**src/rtl/sw_sel_pkg.sv**
```systemverilog
// sw_sel_pkg: shared types and constants for the serial switch-select controller.
//   SEL_W / ERR_CNT_W  : output code and error counter widths
//   FRAME_BITS         : bits per frame including start bit (depends on SW_SEL_PARITY_EN)
//   state_e            : controller FSM state encoding
package sw_sel_pkg;

  localparam int unsigned SEL_W            = 3;
  localparam int unsigned ERR_CNT_W        = 4;
  localparam int unsigned DATA_BITS        = 3;
  localparam int unsigned BIT_CNT_W        = 2;
  localparam int unsigned HOLD_CNT_W       = 4;
  localparam int unsigned FRAME_BITS_PAR   = 5;  // start + 3 data + parity
  localparam int unsigned FRAME_BITS_NOPAR = 4;  // start + 3 data

`ifdef SW_SEL_PARITY_EN
  localparam int unsigned FRAME_BITS = FRAME_BITS_PAR;
`else
  localparam int unsigned FRAME_BITS = FRAME_BITS_NOPAR;
`endif

  typedef enum logic [1:0] {
    ST_IDLE   = 2'd0,
    ST_DATA   = 2'd1,
    ST_PARITY = 2'd2,
    ST_HOLD   = 2'd3
  } state_e;

  // True when data code plus parity bit carry an even number of ones.
  function automatic logic parity_even(input logic [SEL_W-1:0] code, input logic par);
    return ~((^code) ^ par);
  endfunction

endpackage

```
**src/rtl/sw_sel_hold_timer.sv**
```systemverilog
// sw_sel_hold_timer: post-accept dwell counter.
//   clk, reset  : clock, synchronous active-high reset
//   load_i      : reload the counter with HOLD_CYCLES
//   done_c      : high during the last dwell cycle (counter == 1)
module sw_sel_hold_timer
  import sw_sel_pkg::*;
#(
  parameter int unsigned HOLD_CYCLES = 4
) (
  input  logic clk,
  input  logic reset,
  input  logic load_i,
  output logic done_c
);

  logic [HOLD_CNT_W-1:0] cnt_q;
  logic [HOLD_CNT_W-1:0] cnt_d;

  // Load on accept, then count down to zero and stop.
  always_comb begin
    cnt_d = cnt_q;
    if (load_i) begin
      cnt_d = HOLD_CNT_W'(HOLD_CYCLES);
    end else if (cnt_q != '0) begin
      cnt_d = cnt_q - HOLD_CNT_W'(1);
    end
  end

  always_ff @(posedge clk) begin
    if (reset) begin
      cnt_q <= '0;
    end else begin
      cnt_q <= cnt_d;
    end
  end

  assign done_c = (cnt_q == HOLD_CNT_W'(1));

endmodule

```
**src/rtl/sw_sel_ctrl.sv**
```systemverilog
// sw_sel_ctrl: decodes serial frames on x into a registered switch-select code.
// Optional parity checking is enabled by defining SW_SEL_PARITY_EN.
//   clk        : clock
//   reset      : synchronous active-high reset
//   x          : serial command line (start bit, 3 data bits MSB first, [parity])
//   selsw      : applied switch-select code
//   sel_valid  : one-cycle pulse when selsw updates
//   frame_err  : one-cycle pulse when a frame fails parity
//   busy       : high whenever the controller is not idle (combinational)
//   err_cnt    : saturating count of rejected frames
module sw_sel_ctrl
  import sw_sel_pkg::*;
#(
  parameter int unsigned HOLD_CYCLES = 4
) (
  input  logic                 clk,
  input  logic                 reset,
  input  logic                 x,
  output logic [SEL_W-1:0]     selsw,
  output logic                 sel_valid,
  output logic                 frame_err,
  output logic                 busy,
  output logic [ERR_CNT_W-1:0] err_cnt
);

  state_e                 state_q, state_d;
  logic [BIT_CNT_W-1:0]   bit_cnt_q, bit_cnt_d;
  logic [SEL_W-1:0]       shift_q, shift_d;
  logic [SEL_W-1:0]       selsw_q, selsw_d;
  logic                   sel_valid_q, sel_valid_d;
  logic                   frame_err_q, frame_err_d;
  logic [ERR_CNT_W-1:0]   err_cnt_q, err_cnt_d;
  logic                   hold_load;
  logic                   hold_done_c;

  sw_sel_hold_timer #(
    .HOLD_CYCLES (HOLD_CYCLES)
  ) u_hold_timer (
    .clk    (clk),
    .reset  (reset),
    .load_i (hold_load),
    .done_c (hold_done_c)
  );

  // Next-state and registered-output logic.
  always_comb begin
    state_d     = state_q;
    bit_cnt_d   = bit_cnt_q;
    shift_d     = shift_q;
    selsw_d     = selsw_q;
    sel_valid_d = 1'b0;
    frame_err_d = 1'b0;
    err_cnt_d   = err_cnt_q;
    hold_load   = 1'b0;

    case (state_q)
      ST_IDLE: begin
        if (x) begin
          state_d   = ST_DATA;
          bit_cnt_d = '0;
        end
      end

      ST_DATA: begin
        shift_d   = {shift_q[SEL_W-2:0], x};
        bit_cnt_d = bit_cnt_q + BIT_CNT_W'(1);
        if (bit_cnt_q == BIT_CNT_W'(DATA_BITS - 1)) begin
`ifdef SW_SEL_PARITY_EN
          state_d = ST_PARITY;
`else
          // Without parity the last data bit completes the frame.
          selsw_d     = {shift_q[SEL_W-2:0], x};
          sel_valid_d = 1'b1;
          hold_load   = 1'b1;
          state_d     = ST_HOLD;
`endif
        end
      end

      ST_PARITY: begin
`ifdef SW_SEL_PARITY_EN
        if (parity_even(shift_q, x)) begin
          selsw_d     = shift_q;
          sel_valid_d = 1'b1;
          hold_load   = 1'b1;
          state_d     = ST_HOLD;
        end else begin
          frame_err_d = 1'b1;
          if (err_cnt_q != {ERR_CNT_W{1'b1}}) begin
            err_cnt_d = err_cnt_q + ERR_CNT_W'(1);
          end
          state_d = ST_IDLE;
        end
`else
        state_d = ST_IDLE;
`endif
      end

      ST_HOLD: begin
        // x is ignored for the whole dwell.
        if (hold_done_c) begin
          state_d = ST_IDLE;
        end
      end

      default: state_d = ST_IDLE;
    endcase
  end

  // All state; reset wins over any event in the same cycle.
  always_ff @(posedge clk) begin
    if (reset) begin
      state_q     <= ST_IDLE;
      bit_cnt_q   <= '0;
      shift_q     <= '0;
      selsw_q     <= '0;
      sel_valid_q <= 1'b0;
      frame_err_q <= 1'b0;
      err_cnt_q   <= '0;
    end else begin
      state_q     <= state_d;
      bit_cnt_q   <= bit_cnt_d;
      shift_q     <= shift_d;
      selsw_q     <= selsw_d;
      sel_valid_q <= sel_valid_d;
      frame_err_q <= frame_err_d;
      err_cnt_q   <= err_cnt_d;
    end
  end

  assign selsw     = selsw_q;
  assign sel_valid = sel_valid_q;
  assign frame_err = frame_err_q;
  assign err_cnt   = err_cnt_q;
  assign busy      = (state_q != ST_IDLE);

endmodule

```
**config.mk**
```make
export PLATFORM = sky130hd
export DESIGN_NAME = sw_sel_ctrl
export DESIGN_NICKNAME = d
export VERILOG_FILES = /design/src/rtl/sw_sel_pkg.sv /design/src/rtl/sw_sel_hold_timer.sv /design/src/rtl/sw_sel_ctrl.sv
export SDC_FILE = /design/constraint.sdc
export NUM_CORES = 1
export LEC_CHECK = 0
export ABC_AREA = 1
export CAP_MARGIN = 20
export CORE_MARGIN = 2
export CORE_UTILIZATION = 35
export DETAILED_ROUTE_END_ITERATION = 7
export PLACE_DENSITY = 0.63
export REMOVE_ABC_BUFFERS = 1
export SLEW_MARGIN = 40
export SYNTH_ARGS = -nofsm -noshare
export SYNTH_HDL_FRONTEND = slang
export SYNTH_SLANG_ARGS = --single-unit
export TNS_END_PERCENT = 20
```
**constraint.sdc**
```tcl
create_clock -name clk -period 2 [get_ports clk]
set_clock_uncertainty 0.2 [all_clocks]
set_input_delay 0.3 -clock clk [delete_from_list [all_inputs] [get_ports clk]]
set_output_delay 0.3 -clock clk [all_outputs]
set_load 0.005 [all_outputs]
```
==> impl_metrics.csv, run 1 <==
group,metric,value,unit
run_status,status,"complete, no violations",
worst_setup_path,crit_fanout,3,
synth,synth_most_common_cell,"nand2_1",
sta,rsz0062_at_grt,"no",
floorplan,start_util,38.4,%
routing,wl_met2,507,um
routing,wl_met3,39,um
routing,drt_iter0_drc,8,
synth,async_flop_share,0,%
power_and_ir_drop,comb_power_share,34.2,%
sta,whs,0.249,ns
final_layout,area_growth,18.1,%
placement,dp_cells,121,
synth,muxShareOfSynthArea,0,%
synth,synth-edff-count,0,
synth,ys_ff_latch,14,
routing,ant_nets,0,
global_routing,grt_pass1_vias,473,
placement,hpwlAfterDp,863,um
routing,routed_wl,1.05,mm
placement,place_ws,0.438,ns
synth,netlist_top_cells_area,"dfxtp_1, nand2_1, ha_1, buf_4, inv_1",
final_layout,drive_gt1_share,13.0,%
worst_setup_path,crit_type,"flip-flop to primary output",
synth,synth_seq_area_share,41.4,%
sta,tns,0,ns
job,cap_violations,0,
floorplan,die_width,48.0,um
clocking,post_cts_buffers,0,
worst_setup_path,crit_path_end_kind,"primary output",
worst_setup_path,start_kind,"flip-flop",
clocking,cts_tree,"yes",
routing,vias,547,
sta,fmax,551,MHz
global_routing,grt-ovfl-total,0,
clocking,cts-resized-gates,0,
routing,route.top_layer_used,"met4",
hold_path,hold_path.class,"flip-flop to flip-flop",
floorplan,die_area,2300,sq um
global_routing,antenna_found_initial,0,
clocking,cts_hold_buf,0,
final_layout,n_antenna_cell,0,
power_and_ir_drop,leakagePower,0.391,nW
routing,drt-met1-wl,493,um
clocking,cts_buffer_depth,2,
power_and_ir_drop,switching_share,34.5,%
global_routing,grt_first_pass_wirelength,1.85,mm
routing,wire_per_inst,8.40,um
synth,yosys.area.top_type,"dfxtp_1",
clocking,clk_pin_slew,0.08,ns
synth,synth_top_family_by_area,"simple AND/OR/NAND/NOR gates",
synth,synthCells,89,
floorplan,fp.coreArea,1760,sq um
synth,avgSynthCellArea,7.61,sq um
worst_setup_path,cp.arrival,1.31,ns
synth,synthXorXnorAreaFrac,0,%
synth,syn-cell-area,677,sq um
final_layout,fin_cells,125,
global_routing,grt_usage,11.6,%
power_and_ir_drop,seqPwrFrac,42.3,%
worst_setup_path,crit_required,1.50,ns
placement,port_buffers,7,
power_and_ir_drop,switching_power,0.000293,W
floorplan,std_cell_rows,15,
synth,ys_warn_count,0,
routing,remaining_drc_errors,0,
placement,place_congestion,0.806,
power_and_ir_drop,pwr-share-clk,23.5,%
sta,fin_ws,0.187,ns
routing,drtPass1Iterations,4,
synth,synthTopCellsByCount,"nand2_1, dfxtp_1, inv_1, nor2_1",
clocking,clock-sinks,14,
clocking,clk-insertion-delay-late,0.27,ns
sta,setup_viol,0,
global_routing,grt_max_degree,9,
floorplan,num_io_pins,13,
sta,hold_viol,0,
synth,synthAdderAreaFrac,7.39,%
clocking,htree_levels,1,
sta,slew_viol_final,0,
power_and_ir_drop,p_int,0.000557,W
power_and_ir_drop,p_per_area,1060,nW/um^2
power_and_ir_drop,worst_ir_drop_vdd,446,uV
synth,synthSimpleGateAreaFrac,30.5,%
synth,synth_cell_types,18,
clocking,cts-root-buf,"clkbuf_4",
clocking,cts_made_buffers,3,
final_layout,final_nets,108,
synth,synth_compound_area_share,7.39,%
floorplan,die_h,48.0,um
sta,min_period,1.81,ns
synth,yosys_most_used_dff,"dfxtp_1",
sta,min_period_over_period,90.7,%
routing,via_per_inst,4.38,
synth,synth_top_area_share,41.4,%
==> registers in the layout, summed over array words and instances, names as in the netlist <==
name and flops:
sel_valid 1, shift_q 2, state_q 2, bit_cnt_q 2
u_hold_timer.cnt_q 4, selsw 3
==> worst paths after layout <==
| path | from | endpoint | slack (ns) | cells past startpoint |
|---|---|---|---|---|
| hold reg to reg | selsw[0] | selsw[0] | 0.25 | 2 |
| hold / removal | selsw[0] | selsw[0] | 0.25 | 2 |
| setup reg to reg | u_hold_timer.cnt_q[0] | u_hold_timer.cnt_q[2] | 0.60 | 5 |
| setup / recovery | state_q[1] | busy | 0.19 | 3 |
==> layer usage <==
layer  GRT usage (%)  up-vias
li1                -      293
met2            17.9       15
met3            2.26        2
met1            15.6      237
met5               0        -
met4            4.86        0
==> stage by stage <==
step                area (sq um)  util [%]  power, W
floorplan                    654         -  0.000593
global placement             763      43.3  0.000650
detailed placement           763      43.3  0.000659
CTS                          800      45.3  0.000861
global route                 800      45.3  0.000937
finish                       800      45.3  0.000850
==> kinds of logic (layout without fill, tap and decap cells) <==
logic type	count (synthesis)	count (layout)
buffers and inverters	18	25
other	1	5
flip-flops	14	14
AO/OA/AOI/OAI	10	10
adder cells (fa/ha/maj)	4	4
AND/OR/NAND/NOR	42	42
==> power by group through the flow <==
stage          Clock, W  Sequential, W  Combinational (W)
3_3_place_gp          0       0.000364           0.000286
6_report       0.000200       0.000360           0.000290
5_1_grt        0.000219       0.000368           0.000350
4_1_cts        0.000207       0.000359           0.000294
2_1_floorplan         0       0.000358           0.000235
3_5_place_dp          0       0.000366           0.000292
==> area by class of cell <==
cell class / count / area [sq um]
Multi-Input combinational cell: 61 / 325
Timing Repair Buffer: 8 / 77.6
Sequential cell: 14 / 280
Tap cell: 25 / 31.3
Clock buffer: 4 / 36.3
Fill cell: 190 / 965
Inverter: 13 / 48.8
==> worst max-delay path, cell delays in order (launching register included) <==
cell and delay [ns]:
dfxtp_1 0.40, inv_1 0.09, nand2_1 0.06, clkdlybuf4s50_1 0.49
==> placed cells by master (no fill, tap or decap), types with 3 or more instances in the layout <==
master	synthesis	layout
a21oi_1	6	6
nand3_1	6	6
o21ai_0	4	4
nor2_1	7	7
nand2_1	22	22
inv_2	3	3
ha_1	4	4
clkbuf_4	0	3
conb_1	1	5
clkdlybuf4s50_1	0	7
inv_1	10	10
dfxtp_1	14	14
(Power assumes the default switching activity.)
==> inputs of run 2 (changes only) <==
--- a/config.mk
+++ b/config.mk
@@ -12,7 +12,7 @@
 export DETAILED_ROUTE_END_ITERATION = 7
 export PLACE_DENSITY = 0.63
 export REMOVE_ABC_BUFFERS = 1
-export SLEW_MARGIN = 40
+export SLEW_MARGIN = 20
 export SYNTH_ARGS = -nofsm -noshare
 export SYNTH_HDL_FRONTEND = slang
 export SYNTH_SLANG_ARGS = --single-unit
==> results of run 2 <==
Final layout, timing and power as in run 1 (identical DEF).
